--- config.mk ---
export PLATFORM = sky130hd
export DESIGN_NAME = pipe_fetch_skid
export DESIGN_NICKNAME = d
export VERILOG_FILES = /design/src/rtl/pipe_fetch_skid.sv
export SDC_FILE = /design/constraint.sdc
export NUM_CORES = 1
export LEC_CHECK = 0
export BUFFER_PORTS_ARGS = -buffer_cell sky130_fd_sc_hd__buf_2
export CORE_MARGIN = 8
export CORE_UTILIZATION = 48
export CTS_BUF_LIST = sky130_fd_sc_hd__clkbuf_8 sky130_fd_sc_hd__clkbuf_16
export CTS_CLUSTER_DIAMETER = 80
export DETAILED_ROUTE_END_ITERATION = 7
export GPL_TIMING_DRIVEN = 0
export PLACE_DENSITY = 0.76
export SLEW_MARGIN = 20
export SYNTH_ARGS = -nofsm -noshare
export SYNTH_HDL_FRONTEND = slang
export SYNTH_SLANG_ARGS = --single-unit
--- constraint.sdc ---
create_clock -name clk -period 1.9 [get_ports clk]
set_input_delay 0.095 -clock clk [delete_from_list [all_inputs] [get_ports clk]]
set_output_delay 0.095 -clock clk [all_outputs]
set_load 0.01 [all_outputs]
--- src/rtl/pipe_fetch_skid.sv ---
// Fetch->decode pipeline register with a 2-entry skid buffer.
// The main register drives the decode-side outputs. The skid register holds
// a second, younger entry while decode stalls. ready_f is decoded from the
// registered occupancy state only, so no combinational path runs from
// ready_d back to fetch.
module pipe_fetch_skid #(
    parameter int          XLEN      = 32,
    parameter logic [31:0] NOP_INSTR = 32'h0000_0013
) (
    input  logic            clk,
    input  logic            reset,
    input  logic [31:0]     instr_f,
    input  logic [XLEN-1:0] pc_f,
    input  logic [XLEN-1:0] pc_plus_4_f,
    input  logic            valid_f,
    output logic            ready_f,
    output logic [31:0]     instr_d,
    output logic [XLEN-1:0] pc_d,
    output logic [XLEN-1:0] pc_plus_4_d,
    output logic            valid_d,
    input  logic            ready_d,
    input  logic            flush_d
);

    typedef enum logic [1:0] {
        EMPTY = 2'd0,
        ONE   = 2'd1,
        FULL  = 2'd2
    } state_t;

    // What the main register loads on the next edge when there is no flush.
    typedef enum logic [1:0] {
        MAIN_HOLD = 2'd0,
        MAIN_IN   = 2'd1,
        MAIN_SKID = 2'd2,
        MAIN_NOP  = 2'd3
    } main_sel_t;

    state_t          state, state_next;
    main_sel_t       main_sel;
    logic            skid_load;
    logic            in_fire, out_fire;

    logic [31:0]     main_instr, skid_instr;
    logic [XLEN-1:0] main_pc, skid_pc;
    logic [XLEN-1:0] main_pc4, skid_pc4;

    assign ready_f     = (state != FULL);
    assign valid_d     = (state != EMPTY);
    assign in_fire     = valid_f & ready_f;
    assign out_fire    = valid_d & ready_d;

    assign instr_d     = main_instr;
    assign pc_d        = main_pc;
    assign pc_plus_4_d = main_pc4;

    // Occupancy state register: reset and flush both empty the stage.
    always_ff @(posedge clk) begin
        // NOTE: sequential state uses non-blocking assignments, so every
        // register samples the values from before the edge.
        if (reset || flush_d) begin
            state <= EMPTY;
        end else begin
            state <= state_next;
        end
    end

    // Next-state logic and data-path load selects from the handshake.
    always_comb begin
        // NOTE: every output of this block gets a default first. That keeps
        // each path fully assigned, so no latch is inferred.
        state_next = state;
        main_sel   = MAIN_HOLD;
        skid_load  = 1'b0;
        unique case (state)
            EMPTY: begin
                if (in_fire) begin
                    state_next = ONE;
                    main_sel   = MAIN_IN;
                end
            end
            ONE: begin
                if (in_fire && out_fire) begin
                    main_sel   = MAIN_IN;
                end else if (in_fire) begin
                    state_next = FULL;
                    skid_load  = 1'b1;
                end else if (out_fire) begin
                    state_next = EMPTY;
                    main_sel   = MAIN_NOP;
                end
            end
            FULL: begin
                if (out_fire) begin
                    state_next = ONE;
                    main_sel   = MAIN_SKID;
                end
            end
            default: begin
                state_next = EMPTY;
                main_sel   = MAIN_NOP;
            end
        endcase
    end

    // Main register: the entry presented to decode.
    // When the stage drains, it shows a NOP and keeps the last pc values.
    always_ff @(posedge clk) begin
        if (reset || flush_d) begin
            main_instr <= NOP_INSTR;
            main_pc    <= '0;
            main_pc4   <= '0;
        end else begin
            unique case (main_sel)
                MAIN_IN: begin
                    main_instr <= instr_f;
                    main_pc    <= pc_f;
                    main_pc4   <= pc_plus_4_f;
                end
                MAIN_SKID: begin
                    main_instr <= skid_instr;
                    main_pc    <= skid_pc;
                    main_pc4   <= skid_pc4;
                end
                MAIN_NOP: begin
                    main_instr <= NOP_INSTR;
                end
                default: begin
                end
            endcase
        end
    end

    // Skid register: holds the younger entry while decode stalls.
    always_ff @(posedge clk) begin
        // NOTE: this storage is normally left unreset. Here it is cleared so
        // the skid never holds X, even though it is only read in FULL.
        if (reset || flush_d) begin
            skid_instr <= '0;
            skid_pc    <= '0;
            skid_pc4   <= '0;
        end else if (skid_load) begin
            skid_instr <= instr_f;
            skid_pc    <= pc_f;
            skid_pc4   <= pc_plus_4_f;
        end
    end

endmodule

Yosys cells after proc, flatten, opt, wreduce, memory -nomap -nowiden

Cells that the tools add are included.

Shift-type cells: 0
$mul: 0
Equal/unequal tests: 10
$add $sub $neg: 0
Mux-type cells: 18
Divide/modulo/power cells: 0
Bitwise logic cells: 2
Magnitude comparators: 0
Reduce and logical (&&, ||, !) cells: 7

Operators by type and width:

| kind               | count |
|---|---|
| $pmux 32 s2        | 2 |
| $pmux 32 s3        | 1 |
| $mux 2             | 9 |
| $pmux 2 s3         | 2 |
| $ne 2x2->1 const B | 4 |
| $eq 2x2->1 const B | 3 |
| $eq 2x1->1 const B | 2 |
| $mux 1             | 4 |
| $reduce_and 4->1   | 1 |
| $reduce_bool 2->1  | 2 |
| $ne 3x3->1 const B | 1 |
| $reduce_bool 3->1  | 1 |
| $and 1x1->1        | 2 |
| $logic_not 2->1    | 1 |
| $logic_and 1x1->1  | 1 |
| $logic_or 1x1->1   | 1 |

Memory bits (writable): 0
Memories: 0
Bits of input ports: 101
ROM bits: 0
Flip-flop bits (word level): 194
Latch bits: 0

Longest topological paths before layout

Depth after elaboration: 8
Gate-level depth with buffers: 11
Depth with buffers taken out: 7

Worst setup path before layout

No wires, ideal clock.

Path type: reg-to-reg
Start: reg state[0]
End: reg main_pc[12], in the netlist pc_d[12]
Data arrival time: 1921 ps
Data required time: 1783 ps
Period minus slack after synthesis: 2038 ps
Stages on the path, launching flop included: 11
Path slack: -138 ps
Setup time: 117 ps
Path buffers: 4
Cells stage by stage: dfxtp_1 clkbuf_2 nand2b_1 o22ai_1 ha_1 buf_2 buf_6 buf_2 mux2_2 mux2i_1 nor2_1

Word-level cells in the longest chain between the ends: 8
Elaborated cells on any way between the ends: 18
Those cells by class: eq/ne: 5; mux: 7; bitwise: 2; reduce/logical: 4

Ends and longest elaborated chain:

| what                                                    | RTL line | text |
|---|---|---|
| start: declaration                                      | 39       | `state_t state, state_next;` |
| start signal: assignment                                | 64       | `state <= state_next;` |
| $reduce_bool 2->1                                       | 49       | `assign valid_d = (state != EMPTY);` |
| $and 1x1->1                                             | 51       | `assign out_fire = valid_d & ready_d;` |
| $mux 2                                                  | 88       | `end else if (out_fire) begin` |
| $mux 2                                                  | 85       | `end else if (in_fire) begin` |
| $mux 2                                                  | 83       | `if (in_fire && out_fire) begin` |
| $pmux 2 s3 *                                            | 75       | `unique case (state)` |
| $eq 2x2->1 / $eq 2x1->1 (equally long branches)         | 114      | `unique case (main_sel)` |
| $pmux 32 s2 / $reduce_bool 2->1 (equally long branches) | --       |  |
| end signal: assignment                                  | 117      | `main_pc <= pc_f;` |
| end signal: assignment                                  | 122      | `main_pc <= skid_pc;` |
| end: declaration                                        | 45       | `logic [XLEN-1:0] main_pc, skid_pc;` |

Every way passes the cells marked *; elsewhere a longest branch is shown, timed or not.
A chain may end at the register's enable or synchronous reset.

Worst setup path after layout

Start: reg state[1]
End: reg main_pc[0], in the netlist pc_d[0]

The elaborated chain is that of the path after synthesis.

==> metrics.txt <==
wire per inst=about 17 µm; GPL Wtd Cong=0.795; required time of the critical path=2.22 ns; total I/O pin count=199; Warnings, synthesis=0; WP data arrival=~2.2 ns; fin crit share=1.01; Filler Cells Inserted=1124; largest net degree at the start of global routing=17; worst hold stages=3; CP Capture Type=register; final worst setup slack=-0.0131 ns; hold path start=valid_f; Synth Instances=roughly 910; LEAKAGE=between 5 and 6 nW; Setup Crit Path Kind=reg2reg; CTS tree=done; Final HPWL DP=15200 µm; Final Skew=0.00774 ns; total negative slack=-0.0302 ns; Clock Path Buffers=2; drt pass-1 iters=5; global-route wire length before repair=37000 µm; startpoint class of the critical path=register; Iter 0 DRT Violations=~510; Vias/cell=between 5 and 6; Layout area overhead=51.6%; clock-pin slew of the registers on the worst-case setup and hold paths=0.07 ns; status=complete, but fails checks; largest vdd supply drop=between 0.6 and 0.7 mV; max-capacitance violation count=0; Post-Synth XOR/XNOR Area=0; RSZ-0062 raised after global routing=true; antenna violations before repair=1; DRC=0; Slew @ Worst Pin=0.615 ns; Mean Syn Cell Area=8.77 µm²; synthesized area=0.00795 mm²; CTS buffer count=17; RR Endpoint=pc_d[0]; overall routing resource usage=0.221; Simple-Gate Fraction of Synth Area=0.169; syn nets=1011; final net count=roughly 1.4k; RR Startpoint=state[1]; # rows=47; total wire length=25200 µm; total grt overflow=0; reg-to-reg slack, setup=-0.01 ns; final hold viol count=0; Die H=around 140 µm; diode count=0; vias=approximately 7.7k; Final setup viols=3; Synth Area in Adders=0.00630; DIE AREA=about 0.021 mm²; Hold EP=state[0]; r2r worst-path depth=8; Final Max Tran Viols=0; Synth cell types=32; clock root cell=clkbuf_16; register area share after synthesis=0.489; layout cells sized above 1=0.338; Port Buf Inserts=197; multiplexer share of the synthesized area=0.173; Placement Setup Slack=-0.477 ns; vias in the first global route=approximately 7.5k; final core occ=0.734; flops & latches, synth=roughly 190; Clock Latency Late Sink=between 0.4 and 0.5 ns; CP Max Fanout=8; Core Footprint=0.0164 mm²; minimum clock period=1.91 ns; # H-tree levels=4; Starting Density=0.484; CTS sink cnt=roughly 190; Detail Route Antenna Nets=0; Pwr Total=0.00929 W; type of the worst min-delay path=in2reg; pwr dens=between 700 and 800 mW/mm²; largest family of logic cells by synthesized area=multiplexers; die width=145 µm; Max-slew headroom=0.588; FMAX=around 520 MHz; Synth Area in Compound Gates=0.111; failing checks=setup timing
-- critical path, cell delays in order (launching register included) --
cell and delay (ns):
dfxtp_4 0.37, nand2b_4 0.15, o22ai_4 0.19, ha_4 0.21, buf_12 0.18, clkbuf_16 0.17
mux2_4 0.30, mux2i_1 0.16, nor2_1 0.06
-- worst max path at each step --
| stage | start | endpoint | slack (ns) |
|---|---|---|---|
| CTS | state[0] | pc_plus_4_d[18] | -0.05 |
| global route | state[1] | pc_plus_4_d[25] | -0.09 |
| finish | state[1] | pc_d[0] | -0.01 |
| floorplan | state[0] | instr_d[0] | 0.008 |
| global placement | state[1] | instr_d[4] | -0.43 |
| detailed placement | state[1] | instr_d[4] | -0.48 |
-- registers in the layout (all words and copies together) (netlist names) --
register,count
instr_d,32
pc_d,32
pc_plus_4_d,32
skid_instr,32
skid_pc,32
skid_pc4,32
state,2
-- power by group --
| part | total [W] | switching (W) | internal, W |
|---|---|---|---|
| sequential | 0.00425 | 0.0000682 | 0.00418 |
| combinational | 0.00162 | 0.000738 | 0.000882 |
| clock | 0.00342 | 0.00158 | 0.00184 |
| total | 0.00929 | 0.00239 | 0.00690 |
-- cell families (layout without fill, tap and decap cells) --
kind of cell,Yosys count,after routing
compound gates,165,165
fa+ha+maj,4,4
buf+inv,78,434
flops,194,194
mux,129,129
simple gates,336,336
-- repair_timing --
action                                 4_1_cts  5_1_grt
endpoints found under the hold margin      129        0
hold buffers                                99        0
buffers inserted                            12        5
setup endpoints to repair                   96       96
gates cloned                                 2       12
pin swaps                                   12       49
gates resized for setup                    126       83
-- per-layer routing --
layer | GRT usage | wire [µm]
met5 | 0 | 16
met4 | 0.0685 | 227
met3 | 0.0564 | 1670
met2 | 0.381 | 12700
met1 | 0.265 | 10600
-- synth_stat cells, drive strengths merged --
master	number	share of area
clkbuf	22	0.011
nor2	69	0.033
a21oi	97	0.061
buf	53	0.040
ha	4	0.0063
and3	3	0.0024
and4bb	1	0.0016
a31oi	29	0.023
nand4bb	1	0.0014
mux2i	65	0.082
or2	3	0.0024
nand2b	2	0.0016
o32ai	1	0.0011
o22ai	1	0.00079
nor2b	2	0.0016
or3	1	0.00079
mux2	64	0.091
o21ai	33	0.021
inv	2	0.00094
and2	1	0.00079
a2111oi	3	0.0033
dfxtp	194	0.49
nand2	224	0.11
clkinv	1	0.00047
nand3	29	0.018
a211oi	1	0.00095
-- cells in the final DEF, fill, tap and decap left out, drive strengths merged, types with 3 or more instances in the layout --
cell         netlist  layout
a21oi             97      97
clkbuf            22      48
nand3             29      29
o21ai             33      33
a2111oi            3       3
dfxtp            194     194
mux2              64      64
mux2i             65      65
or2                3       3
dlygate4sd3        0      99
buf               53     271
nor2              69      69
and3               3       3
ha                 4       4
a31oi             29      29
clkinv             1       7
nand2            224     224
inv                2       7
-- final cells by class --
cell class	instances	area (µm²)	area share
Sequential cell	194	3890	0.323
Clock buffer	18	439	0.0365
Clock inverter	13	110	0.00914
Timing Repair Buffer	327	2520	0.209
Tap cell	220	275	0.0229
Inverter	3	17.5	0.00145
Buffer	73	648	0.0538
Multi-Input combinational cell	634	4140	0.344
-- metrics by stage --
| step | cells | area (µm²) | hold slack (ns) |
|---|---|---|---|
| finish | 1482 | 12000 | 0.0541 |
| detailed placement | 1323 | 9240 | 0.301 |
| global placement | 1323 | 9240 | 0.298 |
| CTS | 1467 | 11400 | 0.0311 |
| global route | 1482 | 12000 | 0.0571 |
| floorplan | 906 | 7980 | 0.231 |
Note: power is estimated with default switching activity, not from simulation.
